<file path="src/rtl/behavioural_gate_bank_pkg.sv">
// Shared constants for the registered gate bank.
// Holds the legal width bound used to validate the WIDTH parameter.
package behavioural_gate_bank_pkg;

    localparam int MAX_WIDTH = 64;
    localparam int NUM_GATES = 7;

endpackage

</file>
<file path="src/rtl/behavioural_gate_bank_logic.sv">
// Combinational core: seven bitwise two-input functions of a and b.
// Ports: a, b (WIDTH) in; and/or/nor/not/nand/xnor/xor _c (WIDTH) out.
module behavioural_gate_bank_logic #(
    parameter int WIDTH = 1
) (
    input  logic [WIDTH-1:0] a,
    input  logic [WIDTH-1:0] b,
    output logic [WIDTH-1:0] and_c,
    output logic [WIDTH-1:0] or_c,
    output logic [WIDTH-1:0] nor_c,
    output logic [WIDTH-1:0] not_c,
    output logic [WIDTH-1:0] nand_c,
    output logic [WIDTH-1:0] xnor_c,
    output logic [WIDTH-1:0] xor_c
);

    always_comb begin
        and_c  = a & b;
        or_c   = a | b;
        nor_c  = ~(a | b);
        not_c  = ~a;
        nand_c = ~(a & b);
        xnor_c = ~(a ^ b);
        xor_c  = a ^ b;
    end

endmodule

</file>
<file path="src/rtl/behavioural_gate_bank.sv">
// Registered bank of seven bitwise logic functions, 1-cycle latency.
// Ports: clk, rst (async, active-high), a, b in; seven WIDTH-bit results out.
module behavioural_gate_bank
    import behavioural_gate_bank_pkg::*;
#(
    parameter int WIDTH = 1
) (
    input  logic             clk,
    input  logic             rst,
    input  logic [WIDTH-1:0] a,
    input  logic [WIDTH-1:0] b,
    output logic [WIDTH-1:0] and_out,
    output logic [WIDTH-1:0] or_out,
    output logic [WIDTH-1:0] nor_out,
    output logic [WIDTH-1:0] not_out,
    output logic [WIDTH-1:0] nand_out,
    output logic [WIDTH-1:0] xnor_out,
    output logic [WIDTH-1:0] xor_out
);

    if (WIDTH < 1 || WIDTH > MAX_WIDTH) begin : g_bad_width
        $error("behavioural_gate_bank: WIDTH out of range");
    end

    logic [WIDTH-1:0] and_c;
    logic [WIDTH-1:0] or_c;
    logic [WIDTH-1:0] nor_c;
    logic [WIDTH-1:0] not_c;
    logic [WIDTH-1:0] nand_c;
    logic [WIDTH-1:0] xnor_c;
    logic [WIDTH-1:0] xor_c;

    behavioural_gate_bank_logic #(
        .WIDTH (WIDTH)
    ) u_logic (
        .a      (a),
        .b      (b),
        .and_c  (and_c),
        .or_c   (or_c),
        .nor_c  (nor_c),
        .not_c  (not_c),
        .nand_c (nand_c),
        .xnor_c (xnor_c),
        .xor_c  (xor_c)
    );

    // Reset forces zeros on every output, including the inverting ones;
    // these are not the gate results for a=b=0.
    always_ff @(posedge clk or posedge rst) begin
        if (rst) begin
            and_out  <= '0;
            or_out   <= '0;
            nor_out  <= '0;
            not_out  <= '0;
            nand_out <= '0;
            xnor_out <= '0;
            xor_out  <= '0;
        end else begin
            and_out  <= and_c;
            or_out   <= or_c;
            nor_out  <= nor_c;
            not_out  <= not_c;
            nand_out <= nand_c;
            xnor_out <= xnor_c;
            xor_out  <= xor_c;
        end
    end

endmodule

</file>
<file path="config.mk">
export PLATFORM = sky130hd
export DESIGN_NAME = behavioural_gate_bank
export DESIGN_NICKNAME = d
export VERILOG_FILES = /design/src/rtl/behavioural_gate_bank_pkg.sv /design/src/rtl/behavioural_gate_bank_logic.sv /design/src/rtl/behavioural_gate_bank.sv
export SDC_FILE = /design/constraint.sdc
export NUM_CORES = 1
export LEC_CHECK = 0
export BUFFER_PORTS_ARGS = -buffer_cell sky130_fd_sc_hd__buf_2
export CORE_AREA = 2 2 39 41
export CTS_CLUSTER_SIZE = 10
export DETAILED_ROUTE_END_ITERATION = 8
export DIE_AREA = 0 0 41 43
export GPL_ROUTABILITY_DRIVEN = 0
export GPL_TIMING_DRIVEN = 1
export REMOVE_ABC_BUFFERS = 1
export SLEW_MARGIN = 0
export SYNTH_ARGS = -nofsm -noshare
export SYNTH_HDL_FRONTEND = slang
export SYNTH_SLANG_ARGS = --single-unit
export TNS_END_PERCENT = 10
</file>
<file path="constraint.sdc">
create_clock -name clk -period 0.8 [get_ports clk]
set_input_delay 0.16 -clock clk [delete_from_list [all_inputs] [get_ports clk]]
set_output_delay 0.16 -clock clk [all_outputs]
set_load 0.005 [all_outputs]
</file>
Word level (Yosys, flattened, before mapping)
Index checks and enable logic that the tools add are counted.
{"block": "totals", "inputBits": 4, "reg_bits": 7}
{"block": "classes", "n_bitwise": 7}
{"op": "1-bit inverter", "count": 4}
{"op": "1-bit AND", "count": 1}
{"op": "1-bit OR", "count": 1}
{"op": "1-bit bitwise XOR", "count": 1}

Logic depth before layout (Yosys ltp)
Gate-level depths: netlist (run 1).
{"block": "logic_depth", "ltp_word": 2, "mapped_depth": 3, "ltp_nobuf": 3}

Modules after synthesis
Synthesis (run 1) repeated with hierarchy kept, for this count alone.
{"block": "unflattened", "cells_unflattened": 17, "hier_area_um2": 247.7}
{"mod": "behavioural_gate_bank", "area_per_inst_um2": 178.9, "n_inst": 1, "cells_each": 8}
{"mod": "behavioural_gate_bank_logic", "area_per_inst_um2": 68.8, "n_inst": 1, "cells_each": 9}

Worst setup path after synthesis (run 1)
OpenSTA, ideal clock, no wires.
{"block": "synth_timing", "kind": "in2reg", "startpoint": "input port a", "endpoint": "register xnor_out", "setup_ps": 114, "n_path_buf": 0, "stages": 3, "arrival_ps": 509, "slack_ps": 177, "path_cell_list": "inv_1 -> ha_1 -> inv_1"}
{"block": "synth_via", "elab_chain_cells": 2}
{"element": "start, declared", "line": "behavioural_gate_bank.sv:10", "text": "input logic [WIDTH-1:0] a,"}
{"element": "1-bit bitwise XOR"}
{"element": "named net u_logic.xor_c", "line": "behavioural_gate_bank_logic.sv:14", "text": "output logic [WIDTH-1:0] xor_c"}
{"element": "1-bit inverter", "line": "behavioural_gate_bank_logic.sv:23", "text": "xnor_c = ~(a ^ b);"}
{"element": "named net u_logic.xnor_c", "line": "behavioural_gate_bank_logic.sv:13", "text": "output logic [WIDTH-1:0] xnor_c,"}
{"element": "end signal, assigned", "line": "behavioural_gate_bank.sv:64", "text": "xnor_out <= xnor_c;"}
{"element": "end, declared", "line": "behavioural_gate_bank.sv:17", "text": "output logic [WIDTH-1:0] xnor_out,"}
The timed path passes the listed nets, and every way through them passes these cells.

Worst setup path in the final report (run 1)
{"block": "layout_timing", "startpoint": "register xnor_out", "endpoint": "output port xnor_out"}
No word-level cell between the ends.

==> results.md, run 1 <==
* Post-CTS resize count at 0
* Die H at 43 um
* Most common cell in the netlist: dfrtp_1
* Starting density of the core at 17.90%
* Via density at 3.104
* CP max-delay cell: dfrtp_1
* Total power at 745.0 uW
* Post-layout min period at 0.8781 ns
* Initial DRC Count at 0
* Final nets at 41
* Dominant cell type by area after synthesis: dfrtp_1
* PwrDens at 2104 mW/mm2
* Final setup fails at 7
* Routed len/inst at 6.854 um
* CP bufs+invs at 1
* Postcts setup bufs at 0
* Post-Route WL at 329 um
* Hold Vio Cnt, Final at 0
* Worst min-delay path class: input port to flip-flop
* # DRC at 0
* Worst setup margin at -0.07811 ns
* TritonCTS clock tree: built
* DRT antenna net count at 0
* Flops & latches, synth at 7
* Type of origin of the critical path: flip-flop
* Synth Warn # at 0
* Largest net degree at the start of global routing at 8
* Placed Instances at 43
* Compound-Gate Fraction of Synth Area at 0%
* Clock sinks at 7
* Fraction of the mapped netlist area in adder cells at 20.20%
* H-tree depth at 1
* Initial DRT Pass Iterations at 1
* Top-area cell type share of the netlist area at 70.71%
* Largest family of logic cells by synthesized area: adder cells
* Maximum number of buffers from clock root to sink at 2
* Synth Area in Simple Gates at 0%
* Die W at 41 um
* Ys flop type: dfrtp_1
* Crit-path max FO at 1
* First-pass GRT wire length at 462 um
* Max-Cap Viols at 0
* Reg clk slew, reported paths at 0.05 ns
* Mux contribution to synthesized area at 0%
* Area growth, synth to finish at 42.93%
* Layout Utilization at 25.59%
* Slew headroom at 83.88%
* Post-Syn Area per Cell at 14.57 um2
* Leak at 0.1979 nW
* RSZ-0062 raised after global routing: yes
* Vias in the first global route at 137
* Core area at 0.001384 mm2
* Fraction of registers with async set/reset at 100.0%
* CP required at 0.64 ns
* Worst vdd rail ir drop at 0.0004140 V
* GRT Resource Usage Total at 4.225%
* Crit share post-route at 109.8%
* Actual slew at the worst max-slew pin at 0.2416 ns
* CP peak stage delay at 0.36 ns
* Hold path cells at 2
* Cell count after synthesis at 17
* EDFF count, synth at 0
* Post-Synth XOR/XNOR Area at 0%
* Synth cell types at 3
* Hold Crit Endpoint: not_out
* Failing checks: setup timing
* Hold Crit Start: a
* Io pins at 11
* Final hold slack at 0.1416 ns
* Crit path kind: flip-flop to output pin
* Share of layout cells above drive strength 1 at 40.63%
* Crit path capture type: output pin
* Initial antenna violation count at 0
* Top post-synthesis cells by area: dfrtp_1, ha_1, inv_1
* ANT cells at 0
* Inserted Clock Buffers at 3
* Post-Synthesis Cell Area at 247.7 um2
* Final Non-Filler Cells at 48
* Port Buf Inserts at 10
* Most frequent cells after synthesis: dfrtp_1, inv_1, ha_1
* Vias at 149
* Count of pins over their slew limit at 0
* Die area at 0.001763 mm2
* Max Freq at 1.139 GHz
* Clock root buffer master: clkbuf_4
* Crit-path cells: buf_2
* # rows at 14
* Outcome: finished, violations left
* Total gr overflow at 0
* CP arrival at 0.72 ns
* CP delay by family, top: flip-flops
* Sequential fraction of the synthesis area at 70.71%
[sequential cells by signal, indices dropped and copies added, names as in the netlist]
register / count
not_out: 1
or_out: 1
nand_out: 1
nor_out: 1
xnor_out: 1
xor_out: 1
and_out: 1
[how the worst max path moves through the flow]
stage          startpoint  endpoint  slack (ns)  depth (start not counted)
3_3_place_gp            a  xnor_out        0.02                          4
2_1_floorplan           a  xnor_out        0.18                          3
6_report         xnor_out  xnor_out       -0.08                          1
3_5_place_dp            a  xnor_out       0.004                          4
5_1_grt           not_out   not_out       -0.11                          1
4_1_cts          xnor_out  xnor_out       -0.09                          1
[layer usage]
layer / track usage, % / part of all wire (%)
met1: 3.560 / 39
met4: 6.000 / 0
met2: 5.938 / 43
met3: 1.571 / 18
met5: 0 / 0
[cell families after synthesis]
group / count (synthesis)
buffers and inverters: 6
adder cells (fa/ha/maj): 4
flip-flops: 7
[layout make-up]
| cell class | instances | area [um2] |
|---|---|---|
| clock buffers | 4 | 26.28 |
| fillers | 151 | 1030 |
| inverters | 6 | 22.52 |
| multi-input cells | 4 | 50.05 |
| flip-flops and latches | 7 | 175.2 |
| well taps | 16 | 20.02 |
| repair buffers | 11 | 60.06 |
[what timing repair did]
action / in CTS / in global routing
hold buffers: 1 / 0
setup endpoints to repair: 7 / 7
hold endpoints to repair: 7 / 0
[stage by stage]
step                TNS [ns]  worst slack (ns)  cell area [um2]
finish               -0.4770          -0.07811            354.1
global route         -0.7003           -0.1095            354.1
global placement           0           0.02399            317.8
CTS                  -0.5793          -0.09457            354.1
detailed placement         0          0.004011            317.8
floorplan                  0            0.1772            247.7
[layout by cell type, fill, tap and decap left out]
master,synthesis,final
dlygate4sd3_1,0,1
buf_2,0,10
clkbuf_1,0,1
ha_1,4,4
dfrtp_1,7,7
inv_1,6,6
clkbuf_4,0,3
[power by group]
part	internal (mW)	switching (mW)
Clock	0.189	0.111
Combinational	0.0304	0.0324
Sequential	0.378	0.00462
Total	0.597	0.148
Power figures use the tool's default switching activity.
==> run 2, diff against run 1 <==
==> constraint.sdc (replaced) <==
create_clock -name clk -period 0.9 [get_ports clk]
set_input_delay 0.18 -clock clk [delete_from_list [all_inputs] [get_ports clk]]
set_output_delay 0.18 -clock clk [all_outputs]
set_load 0.005 [all_outputs]
==> results.md, run 2 (synthesis results as in run 1) <==
* Vias at 156 (+4.7%)
* Actual slew at the worst max-slew pin at 0.2448 ns (+0.003205 ns)
* Most common cell after layout, fill and taps aside: buf_2
* Via density at 3.250 (+4.7%)
* Die W at 41 um (unchanged)
* Count of pins over their slew limit at 0 (unchanged)
* Initial DRC Count at 3 (+3)
* Logic gate share of total power at 8.5% (about the same)
* Switching share of power at 21.28% (+1.4 points)
* PwrDens at 1909 mW/mm2 (-9.3%)
* Post-layout min period at 0.9054 ns
* DP Worst Slack at 0.08929 ns (+0.08528 ns)
* CP bufs+invs at 1 (unchanged)
* GRT Resource Usage Total at 4.536% (+0.31 points)
* Starting density of the core at 17.90% (unchanged)
* # DRC at 0 (unchanged)
* ANT cells at 0 (unchanged)
* Post-Route WL at 350 um (+6.4%)
* Reg clk slew, reported paths at 0.05 ns (about the same)
* Crit-path cells: buf_2
* Clock network power share at 41.2% (+1.0 points)
* Post-CTS resize count at 0 (unchanged)
* Worst vdd rail ir drop at 0.0004098 V (-1.0%)
* Total Neg Setup Slack at -0.005381 ns (+0.4716 ns)
* Final hold slack at 0.1520 ns (+0.01041 ns)
* GRT met2 Usage at 5.938% (unchanged)
* Crit share post-route at 100.6%
* NetSw at 143.8 uW (-2.7%)
* CP arrival at 0.73 ns (about the same)
* Max-Cap Viols at 0 (unchanged)
* Hold Vio Cnt, Final at 0 (unchanged)
* Die area at 0.001763 mm2 (unchanged)
* Core area at 0.001384 mm2 (unchanged)
* RSZ-0062 raised after global routing: yes
* Clock root buffer master: clkbuf_4
* Routed len/inst at 7.292 um (+6.4%)
* CP required at 0.72 ns (+0.08 ns)
* Maximum number of buffers from clock root to sink at 2 (unchanged)
* Initial DRT Pass Iterations at 4 (+3)
* GR peak layer: met2
* Total power at 675.8 uW (-9.3%)
* TritonCTS clock tree: built
* Crit-path max FO at 1 (unchanged)
* # rows at 14 (unchanged)
* Final setup fails at 1 (-6)
* Port Buf Inserts at 10 (unchanged)
* Io pins at 11 (unchanged)
* Most frequent cells in the layout: buf_2, dfrtp_1, inv_1, ha_1, clkbuf_4
* GR Layer Usage met3 at 3.141% (+1.6 points)
* Area growth, synth to finish at 42.93% (unchanged)
* Share of layout cells above drive strength 1 at 40.63% (unchanged)
* CP delay by family, top: flip-flops
* CP max-delay cell: dfrtp_1
* Crit path kind: flip-flop to output pin
* Max Freq at 1.105 GHz
* Clock sinks at 7 (unchanged)
* Detailed placement HPWL at 280.5 um
* Crit path capture type: output pin
* Outcome: finished, violations left
* Inserted Clock Buffers at 3 (unchanged)
* Failing checks: setup timing
* Postcts setup bufs at 0 (unchanged)
* Int Pwr at 532.0 uW (-11%)
* Worst setup margin at -0.005381 ns (+0.07273 ns)
* Seq pwr share at 50.3% (-1.0 points)
* Slew headroom at 83.66% (-0.21 points)
* Type of origin of the critical path: flip-flop
* Met1 Use GR at 4.560% (+1.0 points)
* Initial antenna violation count at 0 (unchanged)
* DRT antenna net count at 0 (unchanged)
* Final nets at 41 (unchanged)
* H-tree depth at 1 (unchanged)
* Worst min-delay path class: input port to flip-flop
* Leak at 0.1979 nW (unchanged)
* First-pass GRT wire length at 496 um (+7.4%)
* Layout Utilization at 25.59% (unchanged)
* Total gr overflow at 0 (unchanged)
* Vias in the first global route at 138 (+0.73%)
* Die H at 43 um (unchanged)
* CP peak stage delay at 0.36 ns (about the same)
* Largest net degree at the start of global routing at 8 (unchanged)
[run 2: cell counts in the layout (fill, tap and decap cells not counted)]
No cell type changed its count.
[run 2: layout make-up]
cell class	instances	area [um2]
clock buffers	4	26.28
inverters	6	22.52
multi-input cells	4	50.05
flip-flops and latches	7	175.2
repair buffers	11	60.06
well taps	16	20.02
fillers	143	1030
[run 2: final timing paths]
path                       cells past startpoint  slack (ns)  endpoint  startpoint
max                                            1      -0.005   xor_out     xor_out
min                                            2        0.15   not_out           a
max in group asynchronous                      3        0.31   xor_out         rst
min in group asynchronous                      3        0.39    or_out         rst
[run 2: per-layer routing]
| layer | part of all wire (%) | vias up |
|---|---|---|
| li1 | - | 75 |
| met1 | 41 | 66 |
| met2 | 39 | 15 |
| met3 | 19 | 0 |
| met4 | 0 | 0 |
| met5 | 0 | - |
[run 2: through the flow]
step	area, um2	std cells
finish	354.1	48
global route	354.1	48
CTS	354.1	48
detailed placement	317.8	43
global placement	317.8	43
floorplan	247.7	17
[run 2: what timing repair did]
item                                    4_1_cts  5_1_grt
endpoints found under the hold margin         7        0
hold buffers                                  1        0
endpoints found under the setup margin        6        7
cloned                                        0        0
[run 2: power groups by stage]
| stage | clock network, mW | logic, mW | registers (mW) |
|---|---|---|---|
| after detailed placement | 0 | 0.0554 | 0.346 |
| after global placement | 0 | 0.0545 | 0.345 |
| after floorplan | 0 | 0.0174 | 0.349 |
| after CTS | 0.284 | 0.0587 | 0.341 |
| final | 0.278 | 0.0575 | 0.340 |
| after global routing | 0.310 | 0.0681 | 0.342 |
==> run 3, diff against run 2 <==
--- a/config.mk
+++ b/config.mk
@@ -5,6 +5,7 @@
 export SDC_FILE = /design/constraint.sdc
 export NUM_CORES = 1
 export LEC_CHECK = 0
+export ABC_AREA = 1
 export BUFFER_PORTS_ARGS = -buffer_cell sky130_fd_sc_hd__buf_2
 export CORE_AREA = 2 2 39 41
 export CTS_CLUSTER_SIZE = 10
@@ -13,6 +14,7 @@
 export GPL_ROUTABILITY_DRIVEN = 0
 export GPL_TIMING_DRIVEN = 1
 export REMOVE_ABC_BUFFERS = 1
+export SKIP_CTS_REPAIR_TIMING = 1
 export SLEW_MARGIN = 0
 export SYNTH_ARGS = -nofsm -noshare
 export SYNTH_HDL_FRONTEND = slang
==> constraint.sdc (replaced) <==
create_clock -name clk -period 0.9 [get_ports clk]
set_input_delay 0.18 -clock clk [delete_from_list [all_inputs] [get_ports clk]]
set_output_delay 0.18 -clock clk [all_outputs]
set_load 0.01 [all_outputs]
==> results.md, run 3 (synthesis results as in run 1) <==
* Placed Instance Area at 317.8 um2 (unchanged)
* Final setup fails at 7 (+6)
* Hold Crit Start: a
* Hold path cells at 2 (unchanged)
* Count of pins over their slew limit at 0 (unchanged)
* Largest net degree at the start of global routing at 8 (unchanged)
* Clock root buffer master: clkbuf_4
* Total Neg Setup Slack at -0.08120 ns (-0.07582 ns)
* Max-Cap Viols at 0 (unchanged)
* Die H at 43 um (unchanged)
* Worst setup margin at -0.01880 ns (-0.01342 ns)
* Vias in the first global route at 135 (-2.2%)
* Crit path kind: flip-flop to output pin
* PwrDens at 1847 mW/mm2 (-3.2%)
* Detailed placement HPWL at 280.5 um (unchanged)
* Most frequent cells in the layout: dfrtp_1, inv_1, buf_2, ha_1, buf_6
* Initial antenna violation count at 0 (unchanged)
* Maximum number of buffers from clock root to sink at 2 (unchanged)
* RSZ-0062 raised after global routing: yes
* Initial DRC Count at 3 (unchanged)
* Crit-path cells: buf_2
* Max Freq at 1.088 GHz (-1.5%)
* Hold Crit Endpoint: not_out
* Port Buf Inserts at 10 (unchanged)
* TritonCTS clock tree: built
* Initial DRT Pass Iterations at 4 (unchanged)
* # DRC at 0 (unchanged)
* CP required at 0.72 ns (about the same)
* Routed len/inst at 7.417 um (+1.7%)
* Clock sinks at 7 (unchanged)
* Failing checks: setup timing
* Worst vdd rail ir drop at 0.0004245 V (+3.6%)
* Reg clk slew, reported paths at 0.05 ns (about the same)
* Die area at 0.001763 mm2 (unchanged)
* Vias at 154 (-1.3%)
* Worst min-delay path class: input port to flip-flop
* Actual slew at the worst max-slew pin at 0.2448 ns (-0.0000004768 ns)
* Starting density of the core at 17.90% (unchanged)
* Share of layout cells above drive strength 1 at 40.63% (unchanged)
* CP peak stage delay at 0.36 ns (about the same)
* Most common cell after layout, fill and taps aside: dfrtp_1
* # rows at 14 (unchanged)
* Crit path capture type: output pin
* DP Worst Slack at 0.08929 ns (unchanged)
* CP max-delay cell: dfrtp_1
* DRT antenna net count at 0 (unchanged)
* ANT cells at 0 (unchanged)
* Inserted Clock Buffers at 3 (unchanged)
* Final nets at 41 (unchanged)
* First-pass GRT wire length at 496 um (unchanged)
* Final hold slack at 0.1521 ns (+0.00002500 ns)
* Leak at 0.2055 nW (+3.9%)
* Io pins at 11 (unchanged)
* CP delay by family, top: flip-flops
* Type of origin of the critical path: flip-flop
* Area growth, synth to finish at 53.03%
* Fill cells at 142 (-0.70%)
* Post-Route WL at 356 um (+1.7%)
* Final instance area at 379.1 um2 (+7.1%)
* Slew headroom at 83.66% (about the same)
* Crit-path max FO at 1 (unchanged)
* Core area at 0.001384 mm2 (unchanged)
* Post-layout min period at 0.9188 ns (+0.01342 ns)
* Hold Vio Cnt, Final at 0 (unchanged)
* Die W at 41 um (unchanged)
* H-tree depth at 1 (unchanged)
* GRT Resource Usage Total at 4.536% (unchanged)
* CP arrival at 0.74 ns (about the same)
* CP bufs+invs at 1 (unchanged)
* Via density at 3.208 (-1.3%)
* Outcome: finished, violations left
* Layout Utilization at 27.40% (+1.8 points)
* Crit share post-route at 102.1% (+1.5 points)
* Total gr overflow at 0 (unchanged)
## run 3: stage by stage
stage / total power [mW] / std cells
floorplan: 0.3750 / 17
global placement: 0.4079 / 43
detailed placement: 0.4096 / 43
CTS: 0.6882 / 47
global route: 0.7450 / 48
finish: 0.7001 / 48
## run 3: final cells by class
type	instances	area (um2)	share of cell area, %
well taps	16	20.02	5.281
repair buffers	11	85.08	22.44
multi-input cells	4	50.05	13.20
flip-flops and latches	7	175.2	46.20
inverters	6	22.52	5.941
clock buffers	4	26.28	6.931
## run 3: report_power, final
| part | internal [mW] | switching (mW) |
|---|---|---|
| registers | 0.336 | 0.00714 |
| clock network | 0.169 | 0.109 |
| logic | 0.0410 | 0.0379 |
## run 3: metal layers
| metal | vias up | wire, um | track usage (%) |
|---|---|---|---|
| li1 | 75 | - | - |
| met1 | 64 | 145 | 4.560 |
| met2 | 15 | 147 | 5.938 |
| met3 | 0 | 63 | 3.141 |
| met4 | 0 | 0 | 4.000 |
| met5 | - | 0 | 0 |
## run 3: worst max path at each step
stage / cells past startpoint / startpoint / slack, ns / end
finish: 1 / xor_out / -0.02 / xor_out
global route: 1 / nand_out / -0.05 / nand_out
CTS: 1 / xor_out / -0.03 / xor_out
global placement: 4 / a / 0.10 / xnor_out
floorplan: 3 / a / 0.26 / xnor_out
detailed placement: 4 / a / 0.09 / xnor_out
